<file path="src/rtl/msg_uart_streamer.sv">
// Fixed-message 8N1 UART transmitter with one-shot and repeat modes.
// Bytes go out first-to-last; repeat mode inserts a programmable idle gap between messages.
module msg_uart_streamer #(
  parameter int unsigned           MSG_LEN      = 13,
  parameter logic [8*MSG_LEN-1:0]  MSG          = "Hello world!\n",
  parameter int unsigned           CLKS_PER_BIT = 868,
  parameter int unsigned           GAP_CYCLES   = 95969,
  localparam int unsigned          IW           = (MSG_LEN > 1) ? $clog2(MSG_LEN) : 1
) (
  input  logic          clk,
  input  logic          rst,
  input  logic          en,
  input  logic          repeat_mode,
  output logic          txd,
  output logic [7:0]    word,
  output logic          transmit_ready,
  output logic          busy,
  output logic          msg_done,
  output logic [IW-1:0] char_idx
);

  localparam int unsigned TW = $clog2(CLKS_PER_BIT);
  localparam int unsigned GW = (GAP_CYCLES > 0) ? $clog2(GAP_CYCLES + 1) : 1;

  localparam logic [TW-1:0] BIT_LAST = TW'(CLKS_PER_BIT - 1);
  localparam logic [GW-1:0] GAP_LAST = GW'((GAP_CYCLES > 0) ? GAP_CYCLES - 1 : 0);
  localparam logic [IW-1:0] IDX_LAST = IW'(MSG_LEN - 1);

  // Ascending byte order so element 0 is the first character sent.
  localparam logic [0:MSG_LEN-1][7:0] MSG_BYTES = MSG;

  typedef enum logic [2:0] {
    S_IDLE,
    S_START,
    S_DATA,
    S_STOP,
    S_GAP
  } state_e;

  state_e        state_q;
  logic [TW-1:0] timer_q;
  logic [2:0]    bit_q;
  logic [GW-1:0] gap_q;
  logic          en_q;
  logic          txd_q;
  logic [7:0]    word_q;
  logic          ready_q;
  logic          busy_q;
  logic          done_q;
  logic [IW-1:0] idx_q;

  logic          timer_end_d;
  logic          start_d;
  logic [IW-1:0] next_idx_d;
  logic [7:0]    next_byte_d;

  assign timer_end_d = (timer_q == BIT_LAST);
  // One-shot mode needs a fresh rising edge of en; repeat mode runs on the level.
  assign start_d     = repeat_mode ? en : (en & ~en_q);
  assign next_idx_d  = idx_q + IW'(1);
  assign next_byte_d = MSG_BYTES[next_idx_d];

  always_ff @(posedge clk or negedge rst) begin
    if (!rst) begin
      state_q <= S_IDLE;
      timer_q <= '0;
      bit_q   <= '0;
      gap_q   <= '0;
      en_q    <= 1'b0;
      txd_q   <= 1'b1;
      word_q  <= '0;
      ready_q <= 1'b1;
      busy_q  <= 1'b0;
      done_q  <= 1'b0;
      idx_q   <= '0;
    end else begin
      en_q   <= en;
      done_q <= 1'b0;
      case (state_q)
        S_IDLE: begin
          if (start_d) begin
            state_q <= S_START;
            timer_q <= '0;
            idx_q   <= '0;
            word_q  <= MSG_BYTES[0];
            txd_q   <= 1'b0;
            ready_q <= 1'b0;
            busy_q  <= 1'b1;
          end
        end

        S_START: begin
          if (timer_end_d) begin
            state_q <= S_DATA;
            timer_q <= '0;
            bit_q   <= '0;
            txd_q   <= word_q[0];
          end else begin
            timer_q <= timer_q + TW'(1);
          end
        end

        S_DATA: begin
          if (timer_end_d) begin
            timer_q <= '0;
            if (bit_q == 3'd7) begin
              state_q <= S_STOP;
              txd_q   <= 1'b1;
            end else begin
              bit_q <= bit_q + 3'd1;
              txd_q <= word_q[bit_q + 3'd1];
            end
          end else begin
            timer_q <= timer_q + TW'(1);
          end
        end

        S_STOP: begin
          if (timer_end_d) begin
            timer_q <= '0;
            // Disable only takes effect here, so frames are never cut short.
            if (!en) begin
              state_q <= S_IDLE;
              idx_q   <= '0;
              ready_q <= 1'b1;
              busy_q  <= 1'b0;
            end else if (idx_q < IDX_LAST) begin
              state_q <= S_START;
              idx_q   <= next_idx_d;
              word_q  <= next_byte_d;
              txd_q   <= 1'b0;
            end else begin
              done_q <= 1'b1;
              idx_q  <= '0;
              if (repeat_mode) begin
                if (GAP_CYCLES == 0) begin
                  state_q <= S_START;
                  word_q  <= MSG_BYTES[0];
                  txd_q   <= 1'b0;
                end else begin
                  state_q <= S_GAP;
                  gap_q   <= '0;
                  ready_q <= 1'b1;
                end
              end else begin
                state_q <= S_IDLE;
                ready_q <= 1'b1;
                busy_q  <= 1'b0;
              end
            end
          end else begin
            timer_q <= timer_q + TW'(1);
          end
        end

        S_GAP: begin
          if (!en) begin
            state_q <= S_IDLE;
            busy_q  <= 1'b0;
          end else if (gap_q == GAP_LAST) begin
            state_q <= S_START;
            gap_q   <= '0;
            timer_q <= '0;
            idx_q   <= '0;
            word_q  <= MSG_BYTES[0];
            txd_q   <= 1'b0;
            ready_q <= 1'b0;
          end else begin
            gap_q <= gap_q + GW'(1);
          end
        end

        default: begin
          state_q <= S_IDLE;
          txd_q   <= 1'b1;
          ready_q <= 1'b1;
          busy_q  <= 1'b0;
        end
      endcase
    end
  end

  assign txd            = txd_q;
  assign word           = word_q;
  assign transmit_ready = ready_q;
  assign busy           = busy_q;
  assign msg_done       = done_q;
  assign char_idx       = idx_q;

endmodule

</file>
<file path="config.mk">
export PLATFORM = sky130hd
export DESIGN_NAME = msg_uart_streamer
export DESIGN_NICKNAME = d
export VERILOG_FILES = /design/src/rtl/msg_uart_streamer.sv
export SDC_FILE = /design/constraint.sdc
export NUM_CORES = 1
export LEC_CHECK = 0
export BUFFER_PORTS_ARGS = -buffer_cell sky130_fd_sc_hd__buf_2
export CAP_MARGIN = 20
export CORE_MARGIN = 5
export CORE_UTILIZATION = 55
export DETAILED_ROUTE_END_ITERATION = 8
export GPL_TIMING_DRIVEN = 0
export PLACE_DENSITY = 0.74
export SETUP_SLACK_MARGIN = 0.4
export SLEW_MARGIN = 20
export SYNTH_ARGS = -nofsm -noshare
export SYNTH_HDL_FRONTEND = slang
export SYNTH_SLANG_ARGS = --single-unit
</file>
<file path="constraint.sdc">
create_clock -name clk -period 3.1 [get_ports clk]
set_input_delay 0.62 -clock clk [delete_from_list [all_inputs] [get_ports clk]]
set_output_delay 0.62 -clock clk [all_outputs]
set_load 0.02 [all_outputs]
</file>
==> impl_results.md <==
- Outcome: completed
- TritonCTS Sinks: 49
- Worst path required time: between 3 and 4 ns
- Post-route ant nets: 0
- Fin crit period: 2.57 ns
- Initial Util: 0.562
- Cell Chain, Critical Path: ha_1 -> or3b_4 -> or3_1 -> a2bb2oi_2 -> o211ai_1 -> mux2_2
- Wirelength, routed: 6.91 mm
- Fraction of registers with async set/reset: 1.00
- Syn Nets: between 300 and 400
- Core area: between 5000 and 6000 µm²
- PortBufs: 18
- I/O pin count: 20
- Worst path max stage delay: 0.45 ns
- CP startpoint kind: flop
- Proportion of layout cells with a drive suffix above 1: 0.168
- Tot GR Track Use: 0.201
- Relative slew margins: 0.292
- Delay-heaviest family, CP: simple AND/OR/NAND/NOR gates
- Final nets: around 370
- Bufs and invs on worst path: 0
- WL/cell: ~16 µm
- Dominant cell type by area after synthesis: dfrtp_1
- Worst-margin pin slew: roughly 1.1 ns
- CTS tree: yes
- Clock-pin transition on the worst setup and hold timing paths: roughly 0.08 ns
- Die height: ~85 µm
- Register area share after synthesis: 0.400
- Crit end category: flop
- Max clock buf depth: 2
- Crit Path Max Fanout: 5
- EDFF count, synth: 0
- Largest cells by area after synthesis: dfrtp_1 38%, ha_1 5.3%, a21oi_1 4.7%, nand2_1 3.8%, mux2_2 3.7%
- Yosys cell types: 62
- Worst min path class: in -> async
- Prevailing post-synth register cell: dfrtp_1
- Post-route DRC: 0
- Post-layout instance count excluding filler cells: around 420
- Synth warnings: 0
- First-pass GRT wire length: 11.8 mm
- Clock latency on the worst-skew pair: about 0.30 ns
- Clk_skew: just over 0.009 ns
- Final period util: 0.828
- Synth top area share: 0.382
- Detailed Place HPWL: between 4 and 5 mm
- Synth Area per Inst: roughly 9.5 µm²
- TritonCTS Buffers: 5
- Root Buffer: clkbuf_8
- Die Wd: ~85 µm
- GP Congestion: 0.844
- Die area: around 7000 µm²
- Fmax: around 390 MHz
- Leak: ~1.5 nW
- Vias per cell: 6.08
- Crit path DAT: approximately 2.8 ns
- Yosys reg bits: just under 50
- Final setup vio count: 0
- Cell count after placement: roughly 410
- Critical path class: reg -> reg
- Length of the first detailed-routing pass in iterations: 4
- TNS Setup: 0 ns
- Number of global-route vias before repair: 2421
- Row cnt: 27
- Max-slew violations: 0
- CTS H-tree lvls: 2
- Synth Cell Area: slightly above 3000 µm²
- Grt total ovfl: 0
- Iteration-0 DRC Markers: 250
- Synth cell count leaders: 47 x dfrtp_1, 31 x nand2_1, 29 x a21oi_1, 19 x nor2_1, 13 x ha_1
- Via Count: about 2600
- # diodes: 0
- Initial antenna violation count: 0
- Count leader, synth: dfrtp_1
- RSZ-0062 raised after global routing: false
- Pwr dens: between 400 and 500 nW/µm²
- Max-Cap Viols: 0
- Fin. Hold Viols: 0
- Peak VDD IR: between 0.0003 and 0.0004 V
- Cells after Synth: between 300 and 400
- Worst path slowest cell: or3_1
- Pin count of the biggest net entering global routing: 50
- FILL cells: ~470
- Synth-to-layout area growth: 9.60%
[stage by stage]
stage,power (mW),setup slack [ns],area [µm²],utilization,hold WS (ns)
floorplan,1.06,0.817,3080,-,0.324
global placement,1.16,0.137,3260,0.595,0.509
detailed placement,1.17,0.102,3260,0.595,0.517
CTS,1.53,0.515,3340,0.610,0.444
global route,1.62,0.414,3370,0.616,0.388
finish,1.52,0.533,3370,0.616,0.327
[path summary, 6_finish.rpt]
kind	start	endpoint	slack, ns	cells past startpoint
hold / removal	rst	word[6]	0.33	1
min in group clk	en	en_q	0.46	1
hold reg to reg	word[4]	word[4]	0.53	1
setup reg to reg	timer_q[0]	char_idx[0]	0.53	6
max in group asynchronous	rst	char_idx[3]	2.34	1
setup / recovery	timer_q[0]	char_idx[0]	0.53	6
[registers in the layout (all words and copies together), names as in the netlist]
signal,flops
bit_q,3
busy,1
char_idx,4
en_q,1
gap_q,17
msg_done,1
state_q,3
timer_q,10
transmit_ready,1
txd,1
word,7
[cell usage in the layout (no fill, tap or decap), types with 3 or more instances in the layout]
master | Yosys | final
buf_4 | 1 | 4
a22o_1 | 10 | 10
buf_2 | 3 | 19
xor2_1 | 5 | 5
clkbuf_1 | 6 | 9
ha_1 | 13 | 13
or4_1 | 7 | 7
nand2b_1 | 6 | 6
nor4_1 | 4 | 4
o2111ai_1 | 3 | 3
nor2_1 | 19 | 19
nor3_1 | 10 | 10
clkbuf_8 | 0 | 5
xnor2_1 | 6 | 6
o31ai_1 | 6 | 6
nand3_1 | 12 | 12
or3_1 | 4 | 4
inv_1 | 12 | 12
mux2i_1 | 3 | 3
a21oi_1 | 29 | 28
and3_1 | 7 | 7
o21a_1 | 5 | 5
mux2_2 | 10 | 10
o21ai_0 | 8 | 8
dfrtp_1 | 47 | 47
nand4_1 | 4 | 4
a31oi_1 | 5 | 5
nand2_1 | 31 | 31
and2_1 | 3 | 3
[metal layers]
| metal | up-vias | part of all wire | routed length [µm] | global-route usage |
|---|---|---|---|---|
| met4 | 0 | 0.010 | 72 | 0.0532 |
| met3 | 6 | 0.055 | 377 | 0.0383 |
| li1 | 1256 | - | - | - |
| met1 | 1228 | 0.48 | 3330 | 0.292 |
| met2 | 87 | 0.45 | 3130 | 0.307 |
| met5 | - | 0 | 0 | 0 |
[power breakdown]
| part | leakage (nW) | switching [mW] | total (mW) | internal [mW] |
|---|---|---|---|---|
| sequential | 0.643 | 0.0723 | 0.768 | 0.696 |
| combinational | 0.809 | 0.243 | 0.397 | 0.154 |
| clock | 0.0395 | 0.199 | 0.359 | 0.161 |
| total | 1.49 | 0.514 | 1.52 | 1.01 |
[repair_timing]
item                       in CTS  in global routing
setup buffers                   0                  2
gates resized for setup         1                  3
setup endpoints to repair      10                 10
hold buffers                    0                  0
cloned                          0                  0
pin swaps                       0                  1
[area by class of cell]
type                            instances  area (µm²)  share of cell area
Buffer                                 11        51.3              0.0152
Sequential cell                        49        1230               0.365
Clock buffer                            8        80.1              0.0238
Multi-Input combinational cell        252        1770               0.525
Tap cell                               72        90.1              0.0267
Inverter                               12        45.0              0.0134
Timing Repair Buffer                   20         108              0.0319
[logic make-up (layout without fill, tap and decap cells)]
family,count (synthesis),count (layout),synth area share
adders and majority gates,13,13,0.0529
xor gates and xnor gates,11,11,0.0313
buffers and inverters,23,51,0.0305
muxes,14,14,0.0537
DFF,49,49,0.400
and+or+nand+nor,126,126,0.237
AOI/OAI and AO/OA,87,87,0.194
other,1,1,0.00122
Note: power is estimated with default switching activity, not from simulation.
